## config.mk

```make
export PLATFORM = sky130hd
export DESIGN_NAME = fetch_unit_flat
export DESIGN_NICKNAME = d
export VERILOG_FILES = /design/src/rtl/fetch_unit_if.sv /design/src/rtl/fetch_unit.sv /design/src/flat_wrapper.sv
export SDC_FILE = /design/constraint.sdc
export NUM_CORES = 1
export LEC_CHECK = 0
export CORE_ASPECT_RATIO = 0.9
export CORE_MARGIN = 3
export CORE_UTILIZATION = 50
export DETAILED_ROUTE_END_ITERATION = 10
export PLACE_DENSITY = 0.88
export SYNTH_ARGS = -nofsm -noshare
export SYNTH_HDL_FRONTEND = slang
export SYNTH_SLANG_ARGS = --single-unit
```

## constraint.sdc

```tcl
create_clock -name clk -period 4.7 [get_ports clk]
set_input_delay 0.47 -clock clk [delete_from_list [all_inputs] [get_ports clk]]
set_output_delay 0.47 -clock clk [all_outputs]
set_load 0.005 [all_outputs]
```

## src/rtl/fetch_unit_if.sv

```systemverilog
// Fetch-stage bus: ROM port, decoder word, and redirect controls from EX.
// The master side is the fetch unit; the slave side is control/ROM.
interface fetch_unit_if #(
  parameter int ADDR_W = 12
);
  logic              rom_rd;
  logic [ADDR_W-1:0] rom_addr;
  logic [15:0]       rom_q;
  logic [15:0]       ROM_data;
  logic              jump_sel;
  logic [ADDR_W-1:0] jump_target;
  logic              beq_sel;
  logic              alu_eq;
  logic [5:0]        branch_off;
  logic              silence;
  logic [ADDR_W-1:0] ret_addr;
  logic              redirect;

  modport master (
    input  rom_rd, rom_q, jump_sel, jump_target, beq_sel, alu_eq,
           branch_off, silence,
    output rom_addr, ROM_data, ret_addr, redirect
  );

  modport slave (
    output rom_rd, rom_q, jump_sel, jump_target, beq_sel, alu_eq,
           branch_off, silence,
    input  rom_addr, ROM_data, ret_addr, redirect
  );
endinterface

```

## src/rtl/fetch_unit.sv

```systemverilog
// Instruction fetch stage: owns the PC, issues ROM addresses, presents the
// fetched word to decode, and applies jump/branch redirects from EX.
// The word fetched in the redirect cycle is squashed here through flush_r;
// the older wrong-path word is squashed by control through silence.
module fetch_unit #(
  parameter int                ADDR_W  = 12,
  parameter logic [ADDR_W-1:0] BOOT_PC = {ADDR_W{1'b0}}
) (
  input  logic          clk,
  input  logic          rst,
  fetch_unit_if.master  bus
);

  localparam logic [ADDR_W-1:0] PC_ONE = {{(ADDR_W-1){1'b0}}, 1'b1};

  // Sign-extend the 6-bit beq word offset to the PC width.
  function automatic logic [ADDR_W-1:0] sext_off(input logic [5:0] off);
    sext_off = {{(ADDR_W-6){off[5]}}, off};
  endfunction

  logic [ADDR_W-1:0] pc_r;
  logic [ADDR_W-1:0] pc_id_r;
  logic [ADDR_W-1:0] pc_ex_r;
  logic              v_id_r;
  logic              flush_r;

  logic [ADDR_W-1:0] pc_nxt_s;
  logic [ADDR_W-1:0] pc_id_nxt_s;
  logic              v_id_nxt_s;
  logic              flush_nxt_s;
  logic              branch_take_s;
  logic              redirect_s;
  logic [ADDR_W-1:0] branch_tgt_s;
  logic [ADDR_W-1:0] target_s;

  // Resolve whether EX redirects and where to; a jump beats a taken beq.
  always_comb begin
    branch_take_s = ~bus.beq_sel & bus.alu_eq;
    redirect_s    = bus.jump_sel | branch_take_s;
    branch_tgt_s  = pc_ex_r + PC_ONE + sext_off(bus.branch_off);
    if (bus.jump_sel) begin
      target_s = bus.jump_target;
    end else begin
      target_s = branch_tgt_s;
    end
  end

  // Next-state for PC and the decode-side flags; a redirect overrides a stall.
  always_comb begin
    pc_nxt_s    = pc_r;
    pc_id_nxt_s = pc_id_r;
    v_id_nxt_s  = 1'b0;
    flush_nxt_s = 1'b0;
    if (redirect_s) begin
      pc_nxt_s    = target_s;
      pc_id_nxt_s = pc_r;
      v_id_nxt_s  = 1'b1;
      flush_nxt_s = 1'b1;
    end else if (bus.rom_rd) begin
      pc_nxt_s    = pc_r + PC_ONE;
      pc_id_nxt_s = pc_r;
      v_id_nxt_s  = 1'b1;
      flush_nxt_s = 1'b0;
    end else begin
      pc_nxt_s    = pc_r;
      pc_id_nxt_s = pc_id_r;
      v_id_nxt_s  = 1'b0;
      flush_nxt_s = 1'b0;
    end
  end

  // Pipeline registers; reset kills every in-flight word and returns to boot.
  always_ff @(posedge clk or negedge rst) begin
    if (!rst) begin
      pc_r    <= BOOT_PC;
      pc_id_r <= BOOT_PC;
      pc_ex_r <= BOOT_PC;
      v_id_r  <= 1'b0;
      flush_r <= 1'b0;
    end else begin
      pc_r    <= pc_nxt_s;
      pc_id_r <= pc_id_nxt_s;
      pc_ex_r <= pc_id_r;
      v_id_r  <= v_id_nxt_s;
      flush_r <= flush_nxt_s;
    end
  end

  assign bus.rom_addr = pc_r;
  assign bus.ret_addr = pc_ex_r + PC_ONE;
  assign bus.redirect = redirect_s;
  assign bus.ROM_data = (v_id_r & ~flush_r & ~bus.silence) ? bus.rom_q : 16'h0000;

endmodule

```

## src/flat_wrapper.sv

```systemverilog
// flat-port wrapper written by rule: the top's interface ports become plain ports
module fetch_unit_flat 
#(
  parameter int                ADDR_W  = 12,
  parameter logic [ADDR_W-1:0] BOOT_PC = {ADDR_W{1'b0}}
)
  (clk, rst, bus_rom_rd, bus_rom_q, bus_jump_sel, bus_jump_target, bus_beq_sel, bus_alu_eq, bus_branch_off, bus_silence, bus_rom_addr, bus_ROM_data, bus_ret_addr, bus_redirect);
  fetch_unit_if #(.ADDR_W(ADDR_W)) bus_i ();
  input  logic clk;
  input  logic rst;
  input wire logic [$bits(bus_i.rom_rd)-1:0] bus_rom_rd;
  input wire logic [$bits(bus_i.rom_q)-1:0] bus_rom_q;
  input wire logic [$bits(bus_i.jump_sel)-1:0] bus_jump_sel;
  input wire logic [$bits(bus_i.jump_target)-1:0] bus_jump_target;
  input wire logic [$bits(bus_i.beq_sel)-1:0] bus_beq_sel;
  input wire logic [$bits(bus_i.alu_eq)-1:0] bus_alu_eq;
  input wire logic [$bits(bus_i.branch_off)-1:0] bus_branch_off;
  input wire logic [$bits(bus_i.silence)-1:0] bus_silence;
  output wire logic [$bits(bus_i.rom_addr)-1:0] bus_rom_addr;
  output wire logic [$bits(bus_i.ROM_data)-1:0] bus_ROM_data;
  output wire logic [$bits(bus_i.ret_addr)-1:0] bus_ret_addr;
  output wire logic [$bits(bus_i.redirect)-1:0] bus_redirect;
  assign bus_i.rom_rd = bus_rom_rd;
  assign bus_i.rom_q = bus_rom_q;
  assign bus_i.jump_sel = bus_jump_sel;
  assign bus_i.jump_target = bus_jump_target;
  assign bus_i.beq_sel = bus_beq_sel;
  assign bus_i.alu_eq = bus_alu_eq;
  assign bus_i.branch_off = bus_branch_off;
  assign bus_i.silence = bus_silence;
  assign bus_rom_addr = bus_i.rom_addr;
  assign bus_ROM_data = bus_i.ROM_data;
  assign bus_ret_addr = bus_i.ret_addr;
  assign bus_redirect = bus_i.redirect;
  fetch_unit #(.ADDR_W(ADDR_W), .BOOT_PC(BOOT_PC)) u_core (.clk(clk), .rst(rst), .bus(bus_i));
endmodule
```

==> reports/metrics.csv <==
metric;value;unit
gr usage total;23.0;%
Die X;80.2;um
WHS;375;ps
die area;5840;um2
Layout fillers;319;
Netlist cell types;51;
Worst Tran Pin Value;1100;ps
first-pass GRT wire length;10300;um
WS Path Type;in2out;
Final Hold Vio Count;0;
skew final;6.77;ps
global route total overflow;0;
CTS Buffer Depth;2;
Synth async-reset ratio;100;%
Synth Register Bits;38;
r2r endpoint;u_core.bus.rom_addr[11];
R2R Setup Slk;1790;ps
Reg area;951;um2
RePlAce Congestion;0.887;
Root Buffer;clkbuf_8;
CTS tree;done;
# diodes;0;
Multi-input gate area;1440;um2
PwrDens;362;nW/um2
Mapped Nets;303;
clock slew at reported path FFs;70;ps
DR WL/cell;16.3;um
ANT nets after route;0;
maxcap violations;0;
Starting DRT DRC Count;135;
Final Critical Period;2960;ps
CORE AREA;4600;um2
Hold Buf Count CTS;0;
worst-path maximum fanout;16;
WL final;6310;um
vias in the first global route;2134;
RSZ-0062 raised after global routing;false;
# nets final;383;
max frequency;337;MHz
Tcrit/Tclk final;63.1;%
Skew-Pair Late Insertion Delay;290;ps
hold crit path type;reg2reg;
post-synthesis sequential area ratio;38.4;%
number of synthesized flops with an enable pin;0;
Layout area overhead;39.6;%
Critical Path AT;2490;ps
worst vdd ir;247;uV
final setup TNS;0;ps
H-Tree Level Count;2;
relative slew slack;26.7;%
die height;72.8;um
Worst Setup End Kind;output pin;
reg2reg start;u_core.pc_ex_r[0];
CTS Buf Count;5;
hpwl dp;5050;um
YS warnings;0;
number of port buffers;81;
vias per inst;5.62;
share of cells above drive strength 1;5.83;%
Remaining DRCs;0;
Final Max Tran Viols;0;
Post-Syn Area;2480;um2
Post-CTS Setup Bufs;0;
routed via count;2182;
antenna violations before repair;0;
Synth Instances;245;
HP Start;u_core.pc_id_r[6];
outcome;finished, final reports clean;
post-CTS sizing;0;
largest net degree at the start of global routing;39;
Worst Hold Path EP;u_core.pc_ex_r[6];
1st-pass router iterations;4;
Reg2Reg Depth;11;
data required time of the worst path;4230;ps
critical path launch point type;primary input;
IO Count;82;
Initial Util;53.8;%
clock sink count;38;
Setup-failing EPs final;0;
synthesized area per cell;10.1;um2
Pleak;1.45;nW
Main synth FF type;dfrtp_1;
WHS Path Cells;0;
row count;23;
==> worst max-delay path, stage by stage <==
cell	delay, ps
clkdlybuf4s50_1	390
nor3b_1	870
and2_1	250
clkdlybuf4s50_1	510
==> worst max path at each step <==
stage                                  from                 endpoint  depth (start not counted)
final                           bus_silence          bus_ROM_data[4]                          4
after global routing            bus_silence          bus_ROM_data[4]                          4
after CTS                       bus_silence          bus_ROM_data[4]                          4
after detailed placement        bus_silence          bus_ROM_data[4]                          4
after global placement          bus_silence         bus_ROM_data[13]                          4
after floorplan           u_core.pc_ex_r[0]  u_core.bus.rom_addr[11]                         12
==> flip-flops by register name (all words and copies together), names as in the netlist <==
register             cells
u_core.v_id_r            1
u_core.pc_ex_r          12
u_core.flush_r           1
u_core.bus.rom_addr     12
u_core.pc_id_r          12
==> routing by layer <==
| metal | up-vias | track usage [%] | wire (um) |
|---|---|---|---|
| li1 | 1039 | - | - |
| met1 | 1031 | 31.1 | 2580 |
| met2 | 95 | 36.1 | 3050 |
| met3 | 17 | 4.57 | 508 |
| met4 | 0 | 10.1 | 174 |
| met5 | - | 0 | 0 |
==> final cells by class <==
type | instances | area share, %
multi-input cells | 190 | 41.7
flip-flops and latches | 38 | 27.5
repair buffers | 83 | 23.9
well taps | 62 | 2.24
clock buffers | 5 | 1.99
clock inverters | 3 | 1.99
inverters | 7 | 0.759
==> cell usage in the layout, fill, tap and decap left out, types with 3 or more instances in the layout <==
cell type,instances
a21oi_1,9
and2_1,17
clkbuf_8,5
clkdlybuf4s50_1,81
dfrtp_1,38
ha_1,16
inv_1,7
mux2_1,12
mux2i_1,3
nand2_1,18
nand3_1,10
nand4_1,6
nor2_1,9
nor2b_1,3
nor3_1,4
o211ai_1,5
o21ai_0,7
o21ai_1,3
o22ai_1,4
xnor2_1,14
xor2_1,13
==> per-stage QoR <==
stage / utilization (%) / instances / cell area [um2] / worst slack (ps) / total power, W
final: 75.1 / 388 / 3460 / 1740 / 0.00125
after global routing: 75.1 / 388 / 3460 / 1450 / 0.00132
after CTS: 75.1 / 388 / 3460 / 1660 / 0.00125
after detailed placement: 72.1 / 380 / 3320 / 1660 / 0.000919
after global placement: 72.1 / 380 / 3320 / 1720 / 0.000899
after floorplan: - / 245 / 2480 / 2110 / 0.000702
==> kinds of logic (layout without fill, tap and decap cells) <==
| group | after synthesis | after routing | share of synthesized area (%) |
|---|---|---|---|
| compound gates | 44 | 44 | 11.9 |
| xor+xnor | 28 | 28 | 10.5 |
| fa+ha+maj | 17 | 17 | 8.89 |
| buf+inv | 17 | 98 | 3.43 |
| flops | 38 | 38 | 38.4 |
| mux | 16 | 16 | 7.12 |
| simple gates | 85 | 85 | 19.8 |
==> cells in the mapped netlist (4+ instances only) <==
cell       n  area [um2]
nand3_1   10        50.1
nand2_1   18        67.6
inv_1      7        26.3
a21oi_1    9        45.0
nor3_1     4        20.0
ha_1      16         200
o21ai_0    7        35.0
o22ai_1    4        25.0
and2_1    17         106
nor2_1     9        33.8
dfrtp_1   38         951
xnor2_1   14         123
clkbuf_1   5        18.8
xor2_1    13         114
nand4_1    6        37.5
o211ai_1   5        37.5
mux2_1    12         135
==> power breakdown <==
part | switching [W] | internal, W | total (W)
Combinational | 0.000225 | 0.000249 | 0.000474
Sequential | 0.0000641 | 0.000383 | 0.000447
Clock | 0.000118 | 0.000213 | 0.000330
Total | 0.000407 | 0.000844 | 0.00125
Note: power is estimated with default switching activity, not from simulation.
